File: src/rtl/bcd_pkg.sv
// Shared types, constants and nibble helpers for the digit-serial BCD adder.
package bcd_pkg;

   typedef enum logic [1:0] {
      StIdle,
      StRun,
      StDone,
      StFix
   } state_e;

   localparam logic [3:0] BCD_MAX  = 4'd9;
   localparam logic [3:0] BCD_CORR = 4'h6;

   // True when the nibble is a legal decimal digit.
   function automatic logic is_bcd(input logic [3:0] nibble);
      return nibble <= BCD_MAX;
   endfunction

   // Nines complement; illegal nibbles wrap modulo 16.
   function automatic logic [3:0] nines_comp(input logic [3:0] nibble);
      return BCD_MAX - nibble;
   endfunction

endpackage

File: src/rtl/bcd_digit_cell.sv
// Single-digit BCD adder: binary add, then +6 correction when the digit carries.
module bcd_digit_cell
   import bcd_pkg::*;
(
   input  logic [3:0] a,
   input  logic [3:0] b,
   input  logic       cin,
   output logic [3:0] s,
   output logic       cout
);

   logic [4:0] z;

   // Raw sum, decimal carry detect and correction.
   always_comb begin
      z    = {1'b0, a} + {1'b0, b} + {4'b0000, cin};
      cout = z[4] | (z[3] & z[2]) | (z[3] & z[1]);
      s    = cout ? (z[3:0] + BCD_CORR) : z[3:0];
   end

endmodule

File: src/rtl/bcd_serial_add_ctrl.sv
// Digit-serial BCD adder sequencer: one digit cell reused over DIGITS cycles,
// LSD first, with valid/ready handshakes on operands and result.
// Optional subtract support (op_sub, neg, FIX pass) is enabled by BCD_SUB_EN.
module bcd_serial_add_ctrl
   import bcd_pkg::*;
#(
   parameter int unsigned DIGITS = 3
) (
   input  logic                  clk,
   input  logic                  rst,
   input  logic                  in_valid,
   output logic                  in_ready,
   input  logic [4*DIGITS-1:0]   op_a,
   input  logic [4*DIGITS-1:0]   op_b,
`ifdef BCD_SUB_EN
   input  logic                  op_sub,
   output logic                  neg,
`endif
   output logic                  out_valid,
   input  logic                  out_ready,
   output logic [4*DIGITS+3:0]   result,
   output logic                  busy,
   output logic                  err
);

   localparam int unsigned IDX_W = (DIGITS > 1) ? $clog2(DIGITS) : 1;
   localparam logic [IDX_W-1:0] LAST_IDX = IDX_W'(DIGITS - 1);

   state_e                state_q, state_d;
   logic [4*DIGITS-1:0]   a_q, a_d;
   logic [4*DIGITS-1:0]   b_q, b_d;
   logic [4*DIGITS+3:0]   result_q, result_d;
   logic [IDX_W-1:0]      idx_q, idx_d;
   logic                  carry_q, carry_d;
   logic                  err_q, err_d;
`ifdef BCD_SUB_EN
   logic                  sub_q, sub_d;
   logic                  neg_q, neg_d;
`endif

   logic [3:0] cell_a, cell_b, cell_s;
   logic       cell_cin, cell_cout;
   logic [3:0] dig_a, dig_b, dig_r;
   logic       bad_in;

   bcd_digit_cell u_cell (
      .a    (cell_a),
      .b    (cell_b),
      .cin  (cell_cin),
      .s    (cell_s),
      .cout (cell_cout)
   );

   // Select the current digit of each operand and of the stored result.
   always_comb begin
      dig_a = 4'h0;
      dig_b = 4'h0;
      dig_r = 4'h0;
      for (int i = 0; i < int'(DIGITS); i++) begin
         if (idx_q == IDX_W'(i)) begin
            dig_a = a_q[4*i +: 4];
            dig_b = b_q[4*i +: 4];
            dig_r = result_q[4*i +: 4];
         end
      end
   end

   // Flag any non-decimal nibble on the incoming operands.
   always_comb begin
      bad_in = 1'b0;
      for (int i = 0; i < int'(DIGITS); i++) begin
         bad_in = bad_in | ~is_bcd(op_a[4*i +: 4]) | ~is_bcd(op_b[4*i +: 4]);
      end
   end

   // Next-state, datapath updates and digit cell input muxing.
   always_comb begin
      state_d  = state_q;
      a_d      = a_q;
      b_d      = b_q;
      result_d = result_q;
      idx_d    = idx_q;
      carry_d  = carry_q;
      err_d    = err_q;
`ifdef BCD_SUB_EN
      sub_d    = sub_q;
      neg_d    = neg_q;
`endif
      cell_a   = dig_a;
      cell_b   = dig_b;
      cell_cin = carry_q;

      unique case (state_q)
         StIdle: begin
            if (in_valid) begin
               a_d     = op_a;
               b_d     = op_b;
               carry_d = 1'b0;
               idx_d   = '0;
               err_d   = bad_in;
`ifdef BCD_SUB_EN
               sub_d   = op_sub;
               neg_d   = 1'b0;
               // Subtract as A + nines(B) + 1.
               if (op_sub) begin
                  for (int i = 0; i < int'(DIGITS); i++) begin
                     b_d[4*i +: 4] = nines_comp(op_b[4*i +: 4]);
                  end
                  carry_d = 1'b1;
               end
`endif
               state_d = StRun;
            end
         end

         StRun: begin
            carry_d = cell_cout;
            for (int i = 0; i < int'(DIGITS); i++) begin
               if (idx_q == IDX_W'(i)) result_d[4*i +: 4] = cell_s;
            end
            if (idx_q == LAST_IDX) begin
               result_d[4*DIGITS +: 4] = {3'b000, cell_cout};
               state_d = StDone;
`ifdef BCD_SUB_EN
               if (sub_q) begin
                  // Carry out marks a non-negative difference and is not a digit.
                  result_d[4*DIGITS +: 4] = 4'h0;
                  if (!cell_cout) begin
                     // Negative: magnitude is the tens complement of the stored digits.
                     neg_d   = 1'b1;
                     carry_d = 1'b1;
                     idx_d   = '0;
                     state_d = StFix;
                  end
               end
`endif
            end else begin
               idx_d = idx_q + 1'b1;
            end
         end

`ifdef BCD_SUB_EN
         StFix: begin
            // Nines complement each stored digit and ripple in the +1.
            cell_a  = nines_comp(dig_r);
            cell_b  = 4'h0;
            carry_d = cell_cout;
            for (int i = 0; i < int'(DIGITS); i++) begin
               if (idx_q == IDX_W'(i)) result_d[4*i +: 4] = cell_s;
            end
            if (idx_q == LAST_IDX) begin
               state_d = StDone;
            end else begin
               idx_d = idx_q + 1'b1;
            end
         end
`endif

         StDone: begin
            if (out_ready) state_d = StIdle;
         end

         default: state_d = StIdle;
      endcase
   end

   // State and datapath registers with synchronous reset.
   always_ff @(posedge clk) begin
      if (rst) begin
         state_q  <= StIdle;
         a_q      <= '0;
         b_q      <= '0;
         result_q <= '0;
         idx_q    <= '0;
         carry_q  <= 1'b0;
         err_q    <= 1'b0;
`ifdef BCD_SUB_EN
         sub_q    <= 1'b0;
         neg_q    <= 1'b0;
`endif
      end else begin
         state_q  <= state_d;
         a_q      <= a_d;
         b_q      <= b_d;
         result_q <= result_d;
         idx_q    <= idx_d;
         carry_q  <= carry_d;
         err_q    <= err_d;
`ifdef BCD_SUB_EN
         sub_q    <= sub_d;
         neg_q    <= neg_d;
`endif
      end
   end

   assign in_ready  = (state_q == StIdle);
   assign out_valid = (state_q == StDone);
   assign busy      = (state_q != StIdle);
   assign result    = result_q;
   assign err       = err_q;
`ifdef BCD_SUB_EN
   assign neg       = neg_q;
`endif

endmodule

File: config.mk
export PLATFORM = sky130hd
export DESIGN_NAME = bcd_serial_add_ctrl
export DESIGN_NICKNAME = d
export VERILOG_FILES = /design/src/rtl/bcd_pkg.sv /design/src/rtl/bcd_digit_cell.sv /design/src/rtl/bcd_serial_add_ctrl.sv
export SDC_FILE = /design/constraint.sdc
export NUM_CORES = 1
export LEC_CHECK = 0
export CELL_PAD_IN_SITES_DETAIL_PLACEMENT = 0
export CELL_PAD_IN_SITES_GLOBAL_PLACEMENT = 1
export CORE_MARGIN = 2
export CORE_UTILIZATION = 32
export DETAILED_ROUTE_END_ITERATION = 10
export PLACE_DENSITY = 0.81
export SYNTH_ARGS = -nofsm -noshare
export SYNTH_HDL_FRONTEND = slang
export SYNTH_SLANG_ARGS = --single-unit
File: constraint.sdc
create_clock -name clk -period 3.4 [get_ports clk]
set_input_delay 1.02 -clock clk [delete_from_list [all_inputs] [get_ports clk]]
set_output_delay 1.02 -clock clk [all_outputs]
set_load 0.1 [all_outputs]
==> results of run 1 <==
==> state kept, by name, summed over array words and instances (netlist names) <==
signal   flops
carry_q      1
err          1
a_q         12
result      13
b_q         12
idx_q        2
state_q      2
==> per-layer routing <==
layer / wire length, um / vias up
li1: - / 1110
met1: 2710 / 943
met2: 2450 / 51
met3: 208 / 6
met4: 51 / 0
met5: 0 / -
==> per-stage QoR <==
step	setup slack [ps]	util	instance area (um^2)
after CTS	64.00	0.4153	2790
after detailed placement	83.69	0.3998	2686
after floorplan	141.3	-	2207
after global routing	5.073	0.4199	2821
after global placement	187.6	0.3998	2686
final	212.7	0.4199	2821
==> cells by family (layout without fill, tap and decap cells) <==
logic type                 Yosys count  count (layout)  share of synthesized area
xor gates and xnor gates             1               1                   0.003987
other                                1               3                   0.001707
buffers and inverters               27              70                    0.05296
adders and majority gates            9               9                    0.05809
AOI/OAI and AO/OA                   81              81                     0.2227
DFF                                 43              43                     0.3918
muxes                                1               1                   0.004556
and+or+nand+nor                    134             134                     0.2642
==> final cells by class <==
class | instances | area (um^2)
fill | 702 | 3897
multi-input combinational | 229 | 1252
sequential | 43 | 862.1
timing repair buffer | 54 | 473.0
tap | 80 | 100.1
clock buffer | 7 | 96.34
inverter | 8 | 30.03
clock inverter | 1 | 7.507
==> tightest hold or removal path: stages (launching register included) <==
cell and delay [ps]:
dfxtp_1 320, nand2_1 50, a21oi_1 50
==> synth_stat cells, drive strengths merged, types with 2 or more instances <==
cell,instances,share of area
a2111oi,3,0.014
a211oi,4,0.022
a21oi,41,0.095
a31oi,3,0.0085
and2,2,0.0057
buf,9,0.022
clkbuf,10,0.017
dfxtp,43,0.39
fa,2,0.018
ha,7,0.040
inv,7,0.012
nand2,75,0.13
nand2b,2,0.0057
nand3,9,0.020
nand4,3,0.0085
nor2,24,0.042
nor2b,2,0.0057
nor3,7,0.016
nor4,6,0.017
o21ai,21,0.048
o22ai,2,0.0057
or4,2,0.0068
==> worst max path at each step <==
stage,cells past startpoint,end,start
2_1_floorplan,15,result[6],idx_q[1]
6_report,15,result[2],idx_q[0]
4_1_cts,15,result[10],idx_q[0]
3_5_place_dp,15,result[10],idx_q[0]
3_3_place_gp,15,result[2],idx_q[0]
5_1_grt,15,result[10],idx_q[0]
==> timing repair <==
item | 4_1_cts | 5_1_grt
endpoints found under the setup margin | 0 | 6
gates resized for setup | 0 | 8
hold endpoints to repair | 0 | 0
setup buffers | 0 | 1
==> power breakdown <==
| part | total [mW] | switching [mW] | leakage, nW | internal, mW |
|---|---|---|---|---|
| sequential | 0.549 | 0.0175 | 0.352 | 0.532 |
| combinational | 0.360 | 0.240 | 0.677 | 0.120 |
| clock | 0.361 | 0.176 | 0.0505 | 0.185 |
==> impl_metrics.env, run 1 <==
export IMPL_status="completed"
export IMPL_max_freq_mhz=313.7
export IMPL_p_leak_nw=1.079
export IMPL_firstDrtPassIters=4
export IMPL_yosysUniqueCellTypes=42
export IMPL_diodes=0
export IMPL_rr_worst_depth=15
export IMPL_grt_pass1_wl_mm=8.928
export IMPL_gr_usage_met2=0.2401
export IMPL_rsz0062_at_grt="no"
export IMPL_h_tree_depth=2
export IMPL_syn_area_per_cell_um2=7.398
export IMPL_drive_gt1_frac=0.1374
export IMPL_die_h_um=86.86
export IMPL_fp_row_count=30
export IMPL_worstPathArrival_ps=3360
export IMPL_die_width_um=86.86
export IMPL_use_met3=0.03223
export IMPL_cp_max_fo=6
export IMPL_r2r_end="result[2]"
export IMPL_period_minus_slack_ps=3187
export IMPL_setup_viol=0
export IMPL_gp_congestion=0.8292
export IMPL_grt_use_total=0.1479
export IMPL_cp_num_buf_inv=2
export IMPL_p_per_area_mw_per_mm2=450.1
export IMPL_netlist_area_mm2=0.002197
export IMPL_synth_flop_cell="dfxtp_1"
export IMPL_grt_use_met1=0.2027
export IMPL_slew_headroom=0.6228
export IMPL_crit_slowest_cell="fa_2"
export IMPL_clk_latency_ps=290
export IMPL_tightest_slew_ps=565.8
export IMPL_routedWlPerCell_um=12.85
export IMPL_cp_end_kind="register"
export IMPL_instances_no_fill=422
export IMPL_mostFrequentLayoutCell="nand2_1"
export IMPL_initial_core_util=0.3270
export IMPL_critical_path_class="register to register"
export IMPL_first_iter_violations=108
export IMPL_synth_cells=297
export IMPL_path_common_cell="o21ai_0"
export IMPL_path_cells="inv_1 -> ha_1 -> nand2_1 -> nor2_1 -> a21oi_1 -> o21ai_0 -> fa_2 -> fa_2 -> xor2_2 -> inv_1 -> ha_1 -> o21ai_0 -> o221ai_1 -> o31a_1 -> o21ai_0"
export IMPL_dp_hpwl_mm=4.086
export IMPL_worstHoldStart="a_q[11]"
export IMPL_fin_nets=378
export IMPL_timing_rr_start="idx_q[0]"
export IMPL_irDropWorstVdd_uv=172.4
export IMPL_hold_path_depth=2
export IMPL_seq_area_frac_synth=0.3918
export IMPL_portBuffers=44
export IMPL_tns_ps=0
export IMPL_fin_crit_sh=0.9374
export IMPL_hold_slack_ps=458.4
export IMPL_final_cell_mix="nand2_1, dfxtp_1, a21oi_1"
export IMPL_grt_max_degree=26
export IMPL_tritoncts="yes"
export IMPL_dp_cells=413
export IMPL_clk_path_buf_depth=2
export IMPL_fin_skew_ps=8.665
export IMPL_cts_root_buf="clkbuf_8"
export IMPL_antenna_found_initial=0
export IMPL_io_pins=48
export IMPL_slowest_delay_ps=450
export IMPL_cts_buffers=5
export IMPL_cp_top_family="adder cells"
export IMPL_grt_pass1_vias=1885
export IMPL_vias=2110
export IMPL_die_area_mm2=0.007545
export IMPL_clk_pin_slew_worst_paths_ps=90
export IMPL_min_path_type="register to register"
export IMPL_hold_viol=0
export IMPL_async_flop_share=0
export IMPL_cap_violations=0
export IMPL_via_per_inst=5.000
export IMPL_wirelength_mm=5.421
export IMPL_hold_end="a_q[11]"
export IMPL_start_kind="register"
export IMPL_ant_nets=0
export IMPL_ys_warnings_count=0
export IMPL_finalPower_mw=1.270
export IMPL_clkSinkCount=43
export IMPL_synth_edf_count=0
export IMPL_hold_buffers=0
export IMPL_coreArea_mm2=0.006719
export IMPL_ys_seq_elements=43
export IMPL_drc=0
export IMPL_drv_slew=0
export IMPL_syn2layout_area_growth_pct=28.42
export IMPL_grt_busiest_layer="met2"
export IMPL_reg2reg_slack_ps=210
export IMPL_cp_required_ps=3570
export IMPL_gr_total_overflow=0
(Power assumes the default switching activity.)
==> run 2, diff against run 1 <==
--- a/config.mk
+++ b/config.mk
@@ -5,9 +5,11 @@
 export SDC_FILE = /design/constraint.sdc
 export NUM_CORES = 1
 export LEC_CHECK = 0
+export ABC_AREA = 0
 export CELL_PAD_IN_SITES_DETAIL_PLACEMENT = 0
 export CELL_PAD_IN_SITES_GLOBAL_PLACEMENT = 1
-export CORE_MARGIN = 2
+export CORE_ASPECT_RATIO = 0.9
+export CORE_MARGIN = 5
 export CORE_UTILIZATION = 32
 export DETAILED_ROUTE_END_ITERATION = 10
 export PLACE_DENSITY = 0.81
==> run 2 against run 1 <==
Sequential share of layout area barely moved. Die area rose by 14%. Fmax rose by 3.9%. Core utilization rose by 0.73 points. Combinational power barely moved. Sequential power barely moved. Highest routed layer unchanged.
==> impl_metrics.env, run 2 (same netlist as run 1, synthesis figures left out) <==
export IMPL_critical_path_class="register to register"
export IMPL_fp_row_count=28
export IMPL_tns_ps=0
export IMPL_first_iter_violations=72
export IMPL_period_minus_slack_ps=3068
export IMPL_reg2reg_slack_ps=330
export IMPL_die_area_mm2=0.008626
export IMPL_rsz0062_at_grt="no"
export IMPL_initial_core_util=0.3318
export IMPL_cap_violations=0
export IMPL_comb_power_share=0.270
export IMPL_drive_gt1_frac=0.1316
export IMPL_h_tree_depth=2
export IMPL_portBuffers=44
export IMPL_regArea_um2=863.3
export IMPL_cts_buffers=5
export IMPL_grt_max_degree=42
export IMPL_power_switching_uw=452.2
export IMPL_fin_nets=378
export IMPL_cp_required_ps=3590
export IMPL_clk_pin_slew_worst_paths_ps=90
export IMPL_max_freq_mhz=325.9
export IMPL_ant_nets=0
export IMPL_status="completed"
export IMPL_fin_crit_sh=0.9024
export IMPL_dp_cells=423
export IMPL_largest_reg_flops=13
export IMPL_routedWlPerCell_um=12.90
export IMPL_tightest_slew_ps=601.4
export IMPL_die_h_um=88.61
export IMPL_cp_end_kind="register"
export IMPL_hold_path_depth=2
export IMPL_dp_hpwl_mm=4.188
export IMPL_worstHoldStart="a_q[9]"
export IMPL_start_kind="register"
export IMPL_clk_latency_ps=310
export IMPL_stdcell_area_mm2=0.002829
export IMPL_p_per_area_mw_per_mm2=468.5
export IMPL_worstPathArrival_ps=3260
export IMPL_firstDrtPassIters=4
export IMPL_via_per_inst=4.938
export IMPL_switching_share=0.3411
export IMPL_gp_congestion=0.8147
export IMPL_gr_total_overflow=0
export IMPL_clk_path_buf_depth=2
export IMPL_drc=0
export IMPL_drv_slew=0
export IMPL_min_path_type="register to register"
export IMPL_multi_input_area_mm2=0.001235
export IMPL_antenna_found_initial=0
export IMPL_hold_end="a_q[9]"
export IMPL_fin_skew_ps=10.83
export IMPL_diodes=0
export IMPL_io_pins=48
export IMPL_instances_no_fill=432
export IMPL_irDropWorstVdd_uv=184.7
export IMPL_syn2layout_area_growth_pct=28.76
export IMPL_nFillCells=691
export IMPL_r2r_end="result[6]"
export IMPL_grt_pass1_wl_mm=9.280
export IMPL_clkSinkCount=43
export IMPL_cp_max_fo=4
export IMPL_p_leak_nw=1.082
export IMPL_crit_path_start="idx_q[0]"
export IMPL_wirelength_mm=5.571
export IMPL_vias=2133
export IMPL_pwr_share_clk=0.316
export IMPL_hold_viol=0
export IMPL_grt_pass1_vias=2013
export IMPL_setup_viol=0
export IMPL_grt_use_total=0.1334
export IMPL_timing_rr_start="idx_q[0]"
export IMPL_final_cell_mix="nand2_1, dfxtp_1, a21oi_1"
export IMPL_slew_headroom=0.5991
export IMPL_coreArea_mm2=0.006621
export IMPL_utilization=0.4272
export IMPL_internal_power_uw=873.3
export IMPL_die_width_um=97.35
export IMPL_pwr_share_seq=0.414
export IMPL_tritoncts="yes"
export IMPL_dpl_instance_area_mm2=0.002699
export IMPL_mostFrequentLayoutCell="nand2_1"
export IMPL_rr_worst_depth=15
export IMPL_cts_root_buf="clkbuf_8"
-- run 2: final cells by class --
class | instances | area share
Clock buffer | 5 | 0.02433
Clock inverter | 3 | 0.01636
Inverter | 8 | 0.01061
Multi-Input combinational cell | 229 | 0.4365
Sequential cell | 43 | 0.3052
Tap cell | 90 | 0.03981
Timing Repair Buffer | 54 | 0.1672
-- run 2: worst max path at each step --
| stage | depth (start not counted) | slack (ps) | endpoint |
|---|---|---|---|
| floorplan | 15 | 140 | result[6] |
| global route | 15 | 10 | result[6] |
| CTS | 15 | 130 | result[10] |
| finish | 15 | 330 | result[6] |
| detailed placement | 15 | 170 | result[10] |
| global placement | 15 | 260 | result[6] |
-- run 2: timing repair --
action,CTS,global route
gates resized for setup,0,5
hold buffers,0,0
hold endpoints to repair,0,0
setup buffers,0,1
endpoints found under the setup margin,0,6
-- run 2: per-layer routing --
metal	share of wire	track usage
met3	0.034	0.02837
met2	0.46	0.2149
met4	0.017	0.05283
met5	0	0
met1	0.49	0.1773
-- run 2: stage by stage --
step	hold WS (ps)	power, mW	setup WS, ps
after detailed placement	448.6	0.9163	174.8
after global placement	443.2	0.9125	256.6
after floorplan	436.6	0.8122	141.3
after global routing	484.3	1.396	12.49
final	460.0	1.325	332.0
after CTS	461.6	1.331	134.9
-- run 2: worst max-delay path: stages (launching register included) --
cell	delay (ps)
dfxtp_2	360
inv_1	60
ha_1	220
nand2_1	70
nor2_1	40
a21oi_1	120
o21ai_1	100
fa_2	430
fa_2	360
xor2_1	240
inv_1	90
ha_1	320
o21ai_0	90
o221ai_1	170
o31a_1	200
o21ai_0	80
-- run 2: power by group through the flow --
stage               clock [mW]  combinational [mW]  sequential [mW]
floorplan                    0               0.200            0.612
global placement             0               0.353            0.560
detailed placement           0               0.356            0.560
CTS                      0.425               0.357            0.549
global route             0.451               0.393            0.552
finish                   0.419               0.358            0.549
